<file path="config.mk">
export PLATFORM = sky130hd
export DESIGN_NAME = rgb_led_arbiter
export DESIGN_NICKNAME = d
export VERILOG_FILES = /design/src/rtl/rgb_led_arbiter.sv
export SDC_FILE = /design/constraint.sdc
export NUM_CORES = 1
export LEC_CHECK = 0
export CAP_MARGIN = 15
export CORE_ASPECT_RATIO = 1.25
export CORE_MARGIN = 2
export CORE_UTILIZATION = 65
export CTS_BUF_LIST = sky130_fd_sc_hd__clkbuf_4 sky130_fd_sc_hd__clkbuf_8
export DETAILED_ROUTE_END_ITERATION = 12
export DONT_BUFFER_PORTS = 1
export PLACE_DENSITY = 0.81
export RECOVER_POWER = 25
export SETUP_SLACK_MARGIN = 0.05
export SYNTH_ARGS = -nofsm -noshare
export SYNTH_HDL_FRONTEND = slang
export SYNTH_SLANG_ARGS = --single-unit
</file>
<file path="constraint.sdc">
create_clock -name clk -period 3.4 [get_ports clk]
set_input_delay 1.02 -clock clk [delete_from_list [all_inputs] [get_ports clk]]
set_output_delay 1.02 -clock clk [all_outputs]
set_load 0.005 [all_outputs]
</file>
<file path="src/rtl/rgb_led_arbiter.sv">
// Round-robin arbiter sharing one RGB LED between four requesters.
// A granted colour is held for HOLD_CYCLES, then dimmed by a global PWM onto active-low pins.
module rgb_led_arbiter #(
  parameter int unsigned HOLD_CYCLES = 12000000,
  parameter int unsigned PWM_BITS    = 8
) (
  input  logic                clk,
  input  logic                rst_n,
  input  logic [3:0]          req,
  input  logic [11:0]         color,
  input  logic [PWM_BITS-1:0] brightness,
  output logic [3:0]          grant,
  output logic [3:0]          done,
  output logic                LED_R,
  output logic                LED_G,
  output logic                LED_B
);

  localparam int unsigned HoldW = (HOLD_CYCLES > 1) ? $clog2(HOLD_CYCLES) : 1;
  localparam logic [HoldW-1:0] HoldLast = HoldW'(HOLD_CYCLES - 1);

  typedef enum logic [1:0] {StIdle, StShow, StGap} state_e;

  state_e              state_q, state_d;
  logic [1:0]          last_q, last_d;
  logic [HoldW-1:0]    hold_q, hold_d;
  logic [2:0]          color_q, color_d;
  logic [3:0]          grant_q, grant_d;
  logic [3:0]          done_q, done_d;
  logic [PWM_BITS-1:0] pwm_cnt_q;
  logic [2:0]          led_q, led_d;

  logic       found;
  logic [1:0] pick;
  logic [1:0] cand;

  // Search starts just after the last winner so every requester gets a turn.
  always_comb begin
    found = 1'b0;
    pick  = last_q;
    cand  = last_q;
    for (int i = 1; i <= 4; i++) begin
      cand = last_q + 2'(i);
      if (!found && req[cand]) begin
        found = 1'b1;
        pick  = cand;
      end
    end
  end

  always_comb begin
    state_d = state_q;
    last_d  = last_q;
    hold_d  = hold_q;
    color_d = color_q;
    grant_d = grant_q;
    done_d  = '0;
    unique case (state_q)
      StIdle: begin
        if (found) begin
          state_d = StShow;
          last_d  = pick;
          hold_d  = '0;
          color_d = color[3*pick +: 3];
          grant_d = 4'b0001 << pick;
        end
      end
      StShow: begin
        // Withdrawal wins over completion and never produces a done pulse.
        if (!req[last_q]) begin
          state_d = StGap;
          grant_d = '0;
        end else if (hold_q == HoldLast) begin
          state_d = StGap;
          grant_d = '0;
          done_d  = 4'b0001 << last_q;
        end else begin
          hold_d = hold_q + HoldW'(1);
        end
      end
      StGap: begin
        state_d = StIdle;
      end
      default: begin
        state_d = StIdle;
        grant_d = '0;
      end
    endcase
  end

  always_comb begin
    led_d = 3'b111;
    if (state_q == StShow && pwm_cnt_q < brightness) begin
      led_d = ~color_q;
    end
  end

  always_ff @(posedge clk or negedge rst_n) begin
    if (!rst_n) begin
      state_q   <= StIdle;
      last_q    <= 2'd3;
      hold_q    <= '0;
      color_q   <= '0;
      grant_q   <= '0;
      done_q    <= '0;
      pwm_cnt_q <= '0;
      led_q     <= 3'b111;
    end else begin
      state_q   <= state_d;
      last_q    <= last_d;
      hold_q    <= hold_d;
      color_q   <= color_d;
      grant_q   <= grant_d;
      done_q    <= done_d;
      pwm_cnt_q <= pwm_cnt_q + PWM_BITS'(1);
      led_q     <= led_d;
    end
  end

  assign grant = grant_q;
  assign done  = done_q;
  assign LED_R = led_q[0];
  assign LED_G = led_q[1];
  assign LED_B = led_q[2];

endmodule
</file>
==> run metrics, run 1 <==
result of the run finished, final reports clean; Min Clock Period, post-route 2668 ps; Ports 37; number of synthesized flops with an enable pin 0; Diodes inserted 0; fraction of registers with async set or reset after synthesis 1.000; met3 usage in global routing 0.05099; post-layout total power 1.853 mW; Seq cells post-synth 50; Synth Area in XOR/XNOR 0.08330; internal reg-to-reg setup slack 730 ps; post-detailed-placement cell area 0.002967 mm²; Worst Skew 10.35 ps; largest net degree at the start of global routing approximately 50; Clock H-tree levels 2; worst-case setup slack after placement 674.5 ps; post-synthesis cell type count 52; switching portion of total power 0.3979; number of cells produced by synthesis 295; fin crit share 0.7846; clock network fraction of design power 0.184; basic-gate share of the synthesized area counting and, or, nand and nor cells 0.1806; top cells by area in the synthesized netlist dfrtp_1 (38%), ha_1 (5.5%), xnor2_1 (5.4%), dfstp_2 (4.5%), nor2_1 (4.0%); standard cell core area approximately 0.0044 mm²; most used flip-flop cell after synthesis dfrtp_1; worst rel slew slack 0.4951; adder and majority cell fraction of the synthesized area 0.05525; kind of end point of the critical path flop; most common cell after layout, fill and taps aside dfrtp_1; RSZ-0062 raised after global routing no; WP data arrival 2860 ps; sequential element share of the synthesized area 0.4271; Logic pwr share 0.388; GRT Residual Overflow 0; global-route track usage on met2 0.4219; Clock Pin Slew Worst Setup and Hold Paths about 90 ps; height of the chip 79.25 µm; WL per Instance between 15 and 20 µm; number of clock buffers inserted by TritonCTS 5; data required time at the worst endpoint 3590 ps; Critical R2R Capture color_q[1]; Synth area leader dfrtp_1; Highest Clock Rate 374.9 MHz; via count of the first global-routing pass about 2.2k; Pwr Density just over 600 mW/mm²; clock tree from TritonCTS built; number of gates resized after CTS 0; global routing usage summed across all routing layers 0.2463; post-route cell area 0.003057 mm²; num rows 27; cell chosen for the clock root clkbuf_8; hold buffers post-CTS 0; maximum fanout encountered on the critical timing path 14; initial antenna violation count 0; via count 2,186; Post-layout nets approximately 330; final worst setup slack 732.3 ps; Slew @ Worst Pin 757.3 ps; highest-delay cell along the critical path dfstp_2; Worst VDD drop 0.4881 mV; initial core utilization 0.6704; number of pins exceeding their max-slew limit in the final report 0; number of nets produced by synthesis 334; met1 track demand over resource 0.3057; number of I/O port buffers 0; number of DRC markers in iteration 0 126; Post-Route Setup TNS 0 ps; Post-DP HPWL 3.963 mm; remaining routing DRC violations 0; global placer's final weighted congestion 0.8252; mean instance size in the synthesized netlist 9.980 µm²; layout cells sized above 1 0.1259; hold violation total from the final report 0; clock tree sinks 50; number of warnings issued by yosys 0; number of buffers between clock root and the deepest sink 2; post-synthesis compound-gate area fraction 0.1713; number of violations of the max-capacitance limit 0; share of total power in sequential cells 0.428; horizontal die dimension 64.20 µm; post-CTS setup buffers 0; post-synthesis mux area share 0.03570; number of detailed-route iterations in the first pass 4; Final setup violation count 0; Finished Core Util 0.6960; worst-path cell chain inv_1, ha_1, o31a_1, o21ai_0, nand2_1, mux2i_1, o211ai_1; Antenna Violating Nets Remaining 0; Layout area overhead 3.825%; area of the die 0.005087 mm²; Critical Path Source Type flop; most used cells in the layout excluding fill and tap cells dfrtp_1 (45), nor2_1 (31), xnor2_1 (18); top cell type's share of synthesized area 0.3825; startpoint of the lowest-slack register-to-register path last_q[0]; vias per cell about 6.2; kind of path behind the tightest hold check primary input to asynchronous set/reset pin; dominant combinational cell family by area after synthesis simple AND/OR/NAND/NOR gates; static leakage about 1.3 nW; Max stage delay on crit path roughly 700 ps; Routed WL 5.556 mm; Power Internal 1.116 mW; critical path start-end classification flop to flop; global routing's busiest layer met2; switching power total between 0.7 and 0.8 mW; post-synthesis cell area 0.002944 mm²; clock latency on the worst-skew pair 300 ps; global-route wire length before repair 9.825 mm; R2R cell count 7
[power groups by stage]
stage	combinational, mW	clock (mW)	sequential, mW
floorplan	0.624	0	0.755
finish	0.719	0.342	0.793
global placement	0.693	0	0.801
CTS	0.721	0.347	0.792
detailed placement	0.718	0	0.802
global route	0.805	0.372	0.806
[worst max-delay path, delay by kind of cell (launching register included)]
| kind | cells | cell delay [ps] |
|---|---|---|
| flip-flops | 1 | 680 |
| AND/OR/NAND/NOR | 1 | 280 |
| buffers and inverters | 1 | 130 |
| adder cells (fa/ha/maj) | 1 | 400 |
| AO/OA/AOI/OAI | 3 | 830 |
| multiplexers | 1 | 230 |
[cell usage after synthesis (7+ instances only)]
cell type	number
dfrtp_1	45
nor2_1	31
xnor2_1	18
nand2_1	17
inv_1	14
ha_1	13
nand3_1	11
o21ai_0	11
xor2_1	10
o211ai_1	9
and2_1	7
[per-layer routing]
metal	part of all wire	up-vias
li1	-	1052
met1	0.42	1074
met2	0.52	52
met3	0.041	8
met4	0.015	0
met5	0	-
[worst max path at each step]
stage / depth (start not counted) / from / slack, ps / to
floorplan: 8 / req[3] / 820 / hold_q[3]
finish: 7 / last_q[0] / 730 / color_q[1]
CTS: 7 / last_q[0] / 760 / color_q[1]
global route: 8 / last_q[0] / 500 / color_q[2]
detailed placement: 5 / req[1] / 670 / hold_q[11]
global placement: 5 / req[1] / 720 / hold_q[19]
[sequential cells by signal, summed over array words and instances, names as in the netlist]
name and flops:
led_q 3, grant 4, last_q 2, color_q 3, state_q 2, done 4, pwm_cnt_q 8, hold_q 24
[logic make-up (layout without fill, tap and decap cells)]
kind of cell	after synthesis	after routing
AND/OR/NAND/NOR	103	103
AO/OA/AOI/OAI	65	65
flip-flops	50	50
XOR/XNOR	28	28
buffers and inverters	27	26
adder cells (fa/ha/maj)	13	13
multiplexers	9	9
[stage by stage]
stage               hold slack [ps]  std cells
floorplan                     396.9        295
global placement              431.1        344
detailed placement            438.8        344
CTS                           395.1        352
global route                  381.6        352
finish                        398.1        352
[area by class of cell]
type / instances / area, µm²
Sequential cell: 50 / 1257
Clock buffer: 5 / 68.82
Timing Repair Buffer: 4 / 30.03
Inverter: 14 / 52.55
Tap cell: 58 / 72.57
Multi-Input combinational cell: 218 / 1554
Fill cell: 364 / 1335
Clock inverter: 3 / 21.27
(Power assumes the default switching activity.)
==> inputs of run 2 (changes only) <==
- CORE_UTILIZATION: 65 -> 60
- PLACE_DENSITY: 0.81 -> 0.79
- clock period: 3.4 -> 2.1 ns (I/O delays scaled with it)
==> run metrics, run 2 (synthesized netlist as in run 1, its figures left out) <==
WP data arrival 2250 ps (-610 ps); fin crit share 0.9843 (+0.1997); Critical Path Source Type flop; cell chosen for the clock root clkbuf_8; Antenna Violating Nets Remaining 0 (unchanged); clock tree sinks 50 (unchanged); met1 track demand over resource 0.3230 (+0.01732); data required time at the worst endpoint 2280 ps (-1310 ps); library cell appearing most often on the critical path o211ai_1; number of violations of the max-capacitance limit 0 (unchanged); global-route track usage on met2 0.4070 (-0.01488); standard cell core area 0.004730 mm² (+7.7%); Clock Pin Slew Worst Setup and Hold Paths 80 ps (about the same); number of flip-flops in the largest register 24 (unchanged); R2R cell count 8 (+1); Post-layout nets 355 (+6.9%); clock tree from TritonCTS built; initial core utilization 0.6225 (-0.04788); remaining routing DRC violations 0 (unchanged); maximum fanout encountered on the critical timing path 7 (-7); Worst VDD drop 1.032 mV (+110%); top cell family by delay on the critical path flip-flops; area of the die 0.005487 mm² (+7.9%); highest-delay cell along the critical path dfstp_2; via count 2,275 (+4.1%); height of the chip 82.32 µm (+3.9%); via count of the first global-routing pass 2,143 (-0.65%); layout cells sized above 1 0.2587 (+0.1328); horizontal die dimension 66.66 µm (+3.8%); registers with the most flip-flops hold_q x24, pwm_cnt_q x8; number of I/O port buffers 0 (unchanged); hold violation total from the final report 0 (unchanged); kind of path behind the tightest hold check primary input to asynchronous set/reset pin; number of detailed-route iterations in the first pass 4 (unchanged); Routed WL 6.421 mm (+16%); non-filler cells in the finished layout 377 (+7.1%); total placed cells including tap cells 359 (+4.4%); Ports 37 (unchanged); global routing usage summed across all routing layers 0.2420 (-0.004387); worst-path cell chain inv_2, ha_4, inv_4, o31ai_4, o211ai_1, nand2_2, mux2i_1, o211ai_1; met3 usage in global routing 0.04336 (-0.007631); result of the run finished, final reports clean; num rows 28 (+3.7%); Slew @ Worst Pin 911.7 ps (+154.4 ps); kind of end point of the critical path flop; Final setup violation count 0 (unchanged); WL per Instance 17.03 µm (+7.9%); Layout area overhead 17.81%; number of clock buffers inserted by TritonCTS 5 (unchanged); RSZ-0062 raised after global routing yes; largest net degree at the start of global routing 51 (unchanged); critical path start-end classification flop to flop; Clock H-tree levels 2 (unchanged); logic depth of the worst path, buffers included 8 (+1); number of pins exceeding their max-slew limit in the final report 0 (unchanged); Max stage delay on crit path 600 ps (-80 ps); Highest Clock Rate 483.8 MHz (+29%); number of DRC markers in iteration 0 172 (+37%); most common cell after layout, fill and taps aside dfrtp_1; vias per cell 6.034 (-2.8%); CP bufs+invs 2 (+1); GRT Residual Overflow 0 (unchanged); Pwr Density 1057 mW/mm² (+74%); Worst Skew 9.424 ps (-0.9282 ps); register with the highest flop count hold_q; global-route wire length before repair 10.12 mm (+3.0%); worst rel slew slack 0.3922 (-0.1029); internal reg-to-reg setup slack 30 ps (-700 ps); initial antenna violation count 0 (unchanged); static leakage 1.453 nW (+12%); global placer's final weighted congestion 0.8376 (+1.5%); Post-DP HPWL 4.239 mm (+7.0%); Post-Route Setup TNS 0 ps (unchanged); number of buffers between clock root and the deepest sink 2 (unchanged); global routing's busiest layer met2; Finished Core Util 0.7333 (+0.03732); most used cells in the layout excluding fill and tap cells dfrtp_1 (44), nor2_1 (31), buf_4 (21); post-detailed-placement cell area 0.003187 mm² (+7.4%); clock latency on the worst-skew pair 300 ps (about the same); post-route cell area 0.003468 mm² (+13%); Min Clock Period, post-route 2067 ps (-600.6 ps); Diodes inserted 0 (unchanged)
==> run 2: cell types whose count changed in the layout (fill, tap and decap cells not counted), moves of 3 or more <==
cell       before  now
buf_4           4   21
a2111oi_2       4    0
a2111oi_4       0    4
o21ai_0        11    7
inv_1          14   11
o21ai_2         0    3
==> run 2: path summary, 6_finish.rpt <==
check	start	to
worst max-delay path	last_q[1]	color_q[2]
min in group clk	color_q[0]	led_q[0]
max in group asynchronous	rst_n	hold_q[11]
worst max register to register	last_q[1]	color_q[2]
worst min register to register	color_q[0]	led_q[0]
worst min-delay path	rst_n	hold_q[21]
==> run 2: per-layer routing <==
metal	vias up	share of wire	routed length, µm
met5	-	0	0
met1	1105	0.44	2832
li1	1097	-	-
met2	60	0.50	3216
met3	13	0.039	249
met4	0	0.019	123
==> run 2: area by class of cell <==
cell class | instances | area [µm²]
Sequential cell | 50 | 1259
Fill cell | 337 | 1261
Clock inverter | 1 | 30.03
Tap cell | 60 | 75.07
Multi-Input combinational cell | 218 | 1719
Inverter | 14 | 57.56
Clock buffer | 7 | 83.83
Timing Repair Buffer | 27 | 244.0
==> run 2: through the flow <==
step	hold WS [ps]	total power, mW	setup slack (ps)
6_report	20.85	3.664	32.93
5_1_grt	0.5820	3.892	-74.35
4_1_cts	3.140	3.457	50.82
3_5_place_dp	336.6	2.722	-87.78
3_3_place_gp	336.4	2.695	-72.88
2_1_floorplan	334.4	2.400	4.967
==> run 2: power breakdown <==
part,switching [mW],internal (mW)
Combinational,0.971,0.756
Clock,0.306,0.383
Sequential,0.122,1.13
==> run 2: what timing repair did <==
item / in CTS / in global routing
resized for setup: 3 / 17
setup endpoints to repair: 6 / 31
cloned: 0 / 1
pin swaps: 4 / 15
endpoints found under the hold margin: 0 / 36
hold buffers: 0 / 2
setup buffers: 2 / 5
==> inputs of run 3 (changes only) <==
- ABC_AREA: default -> 1
- clock period: 2.1 -> 1.65 ns (I/O delays scaled with it)
==> run metrics, run 3 <==
Ports 37 (unchanged); number of I/O port buffers 0 (unchanged); Pwr Density 1837 mW/mm² (+74%); Clock Pin Slew Worst Setup and Hold Paths 100 ps (+20 ps); startpoint of the lowest-slack register-to-register path last_q[0]; Slew @ Worst Pin 1107 ps (+195.0 ps); Critical R2R Capture hold_q[0]; number of detailed-route iterations in the first pass 5 (+1); leading cell type by number of instances after synthesis nand2_1; number of filler instances in the final layout 280 (-17%); Highest Clock Rate 527.9 MHz (+9.1%); Final setup violation count 34 (+34); register with the highest flop count hold_q; sequential element share of the synthesized area 0.4066 (-0.02056); number of flip-flops in the largest register 24 (unchanged); clock tree from TritonCTS built; RSZ-0062 raised after global routing yes; global placer's final weighted congestion 0.9496 (+13%); number of synthesized flops with an enable pin 0 (unchanged); WP data arrival 2100 ps (-150 ps); number of pins exceeding their max-slew limit in the final report 0 (unchanged); internal reg-to-reg setup slack -240 ps (-280 ps); Diodes inserted 0 (unchanged); Hold Worst Slack 15.20 ps (-5.654 ps); most used cells in the layout excluding fill and tap cells nand2_1 (78), dfrtp_1 (45), inv_1 (38); top cells by area in the synthesized netlist dfrtp_1 (36%), nand2_1 (13%), nand3_1 (8.6%), ha_1 (5.3%), inv_1 (5.1%); Post-layout nets 491 (+38%); Critical Path Source Type flop; global-route wire length before repair 14.12 mm (+39%); Seq cells post-synth 50 (unchanged); Synth area leader dfrtp_1; Post-DP HPWL 5.661 mm (+34%); clock tree sinks 50 (unchanged); number of nets produced by synthesis 443 (+33%); number of violations of the max-capacitance limit 0 (unchanged); num rows 29 (+3.6%); clock latency on the worst-skew pair 320 ps (+20 ps); result of the run finished with violations; vias per cell 6.115 (+1.3%); layout cells sized above 1 0.3179 (+0.05921); R2R cell count 11 (+3); most common cell after layout, fill and taps aside nand2_1; Finished Core Util 0.8156 (+0.08226); ranking of synthesized cells by instance count nand2_1 (104), nand3_1 (53), dfrtp_1 (45), inv_1 (42), nor2_1 (32); Layout area overhead 32.04%; post-layout total power 7.502 mW (+100%); via count of the first global-routing pass 3,171 (+48%); fin crit share 1.148 (+0.1638); largest net degree at the start of global routing 46 (-9.8%); cell chosen for the clock root clkbuf_8; height of the chip 84.28 µm (+2.4%); fraction of registers with async set or reset after synthesis 1.000 (unchanged); Clock H-tree levels 2 (unchanged); remaining routing DRC violations 0 (unchanged); Min Clock Period, post-route 1894 ps (-172.7 ps); Worst Skew 14.46 ps (+5.040 ps); Routed WL 9.459 mm (+47%); final worst setup slack -244.4 ps (-277.3 ps); global routing usage summed across all routing layers 0.3244 (+0.08247); most used flip-flop cell after synthesis dfrtp_1; hold violation total from the final report 0 (unchanged); GRT Residual Overflow 0 (unchanged); static leakage 1.866 nW (+28%); critical path start-end classification flop to flop; mean instance size in the synthesized netlist 7.656 µm² (-23%); kind of path behind the tightest hold check primary input to asynchronous set/reset pin; post-synthesis cell area 0.003093 mm² (+5.1%); area of the die 0.005749 mm² (+4.8%); Antenna Violating Nets Remaining 0 (unchanged); number of DRC markers in iteration 0 364 (+110%); initial antenna violation count 0 (unchanged); number of clock buffers inserted by TritonCTS 5 (unchanged); number of cells produced by synthesis 404 (+37%); violations in the final reports negative setup slack; standard cell core area 0.005007 mm² (+5.9%); initial core utilization 0.6177 (-0.004796); data required time at the worst endpoint 1860 ps (-420 ps); Worst VDD drop 2.091 mV (+100%); top cell type's share of synthesized area 0.3641 (-0.01841); maximum fanout encountered on the critical timing path 9 (+2); WL per Instance 18.37 µm (+7.8%); horizontal die dimension 68.22 µm (+2.3%); post-synthesis cell type count 30 (-42%); kind of end point of the critical path flop; registers with the most flip-flops hold_q x24, pwm_cnt_q x8; number of buffers between clock root and the deepest sink 2 (unchanged); worst-case setup slack after placement -194.2 ps (-106.4 ps); number of warnings issued by yosys 0 (unchanged); worst rel slew slack 0.2622 (-0.1300); via count 3,149 (+38%)
-- run 3: changes by cell type after synthesis, moves of 6 or more --
cell	before	now
a211oi_1	6	0
inv_1	14	42
nand2_1	17	104
nand4_1	4	17
mux2i_1	6	0
nand3_1	11	53
xnor2_1	18	4
and2_1	7	0
o211ai_1	9	0
-- run 3: through the flow --
stage | setup TNS [ps] | instance area, µm² | cells
detailed placement | -3636 | 3495 | 496
CTS | -3358 | 3938 | 510
floorplan | -3353 | 3171 | 404
finish | -5171 | 4084 | 515
global placement | -1882 | 3495 | 496
global route | -7939 | 4084 | 515
-- run 3: per-layer routing --
metal	track usage	wire length (µm)	vias to the layer above
met5	0	0	-
met4	0.1655	444	0
met3	0.05362	559	49
met2	0.5693	4954	156
met1	0.3648	3501	1516
li1	-	-	1428
-- run 3: final cells by class --
class	instances	area (µm²)	share of cell area
Inverter	47	206.4	0.05055
Clock inverter	3	47.55	0.01164
Clock buffer	5	68.82	0.01685
Tap cell	62	77.57	0.01900
Timing Repair Buffer	47	480.5	0.1176
Sequential cell	50	1257	0.3079
Multi-Input combinational cell	301	1946	0.4764
-- run 3: what timing repair did --
| item | CTS | global route |
|---|---|---|
| resized for setup | 56 | 24 |
| pin swaps | 14 | 14 |
| setup buffers | 4 | 2 |
| setup endpoints to repair | 38 | 38 |
| hold endpoints to repair | 45 | 4 |
| cloned | 2 | 2 |
| hold buffers | 1 | 1 |
-- run 3: logic make-up (layout without fill, tap and decap cells) --
| logic type | Yosys count | count (layout) | synth area share |
|---|---|---|---|
| xor gates and xnor gates | 17 | 17 | 0.04814 |
| buffers and inverters | 53 | 102 | 0.07524 |
| AOI/OAI and AO/OA | 37 | 37 | 0.06554 |
| and+or+nand+nor | 234 | 234 | 0.3519 |
| adders and majority gates | 13 | 13 | 0.05259 |
| DFF | 50 | 50 | 0.4066 |
-- run 3: worst max-delay path by stage --
stage / startpoint / to / slack, ps / cells after the start
after CTS: last_q[0] / color_q[0] / -160 / 11
after global placement: last_q[0] / color_q[2] / -140 / 13
after detailed placement: last_q[0] / color_q[0] / -190 / 13
final: last_q[0] / hold_q[0] / -240 / 11
after global routing: last_q[0] / hold_q[0] / -320 / 11
after floorplan: last_q[0] / hold_q[11] / -160 / 12
-- run 3: power breakdown --
group          leakage (nW)  internal, mW  switching [mW]  total [mW]
clock network        0.0587         0.460           0.467       0.927
logic                  1.15          2.06            2.92        4.98
registers             0.653          1.44           0.147        1.59
-- run 3: worst max-delay path, stage by stage (launching register included) --
cell and delay [ps]:
dfstp_2 610, buf_4 150, nand2_2 80, nand3_2 100, o21ai_4 70, nor2_4 110
nand2_4 90, nand2_8 170, buf_12 140, clkinv_8 60, nor2_1 130, a21oi_1 70
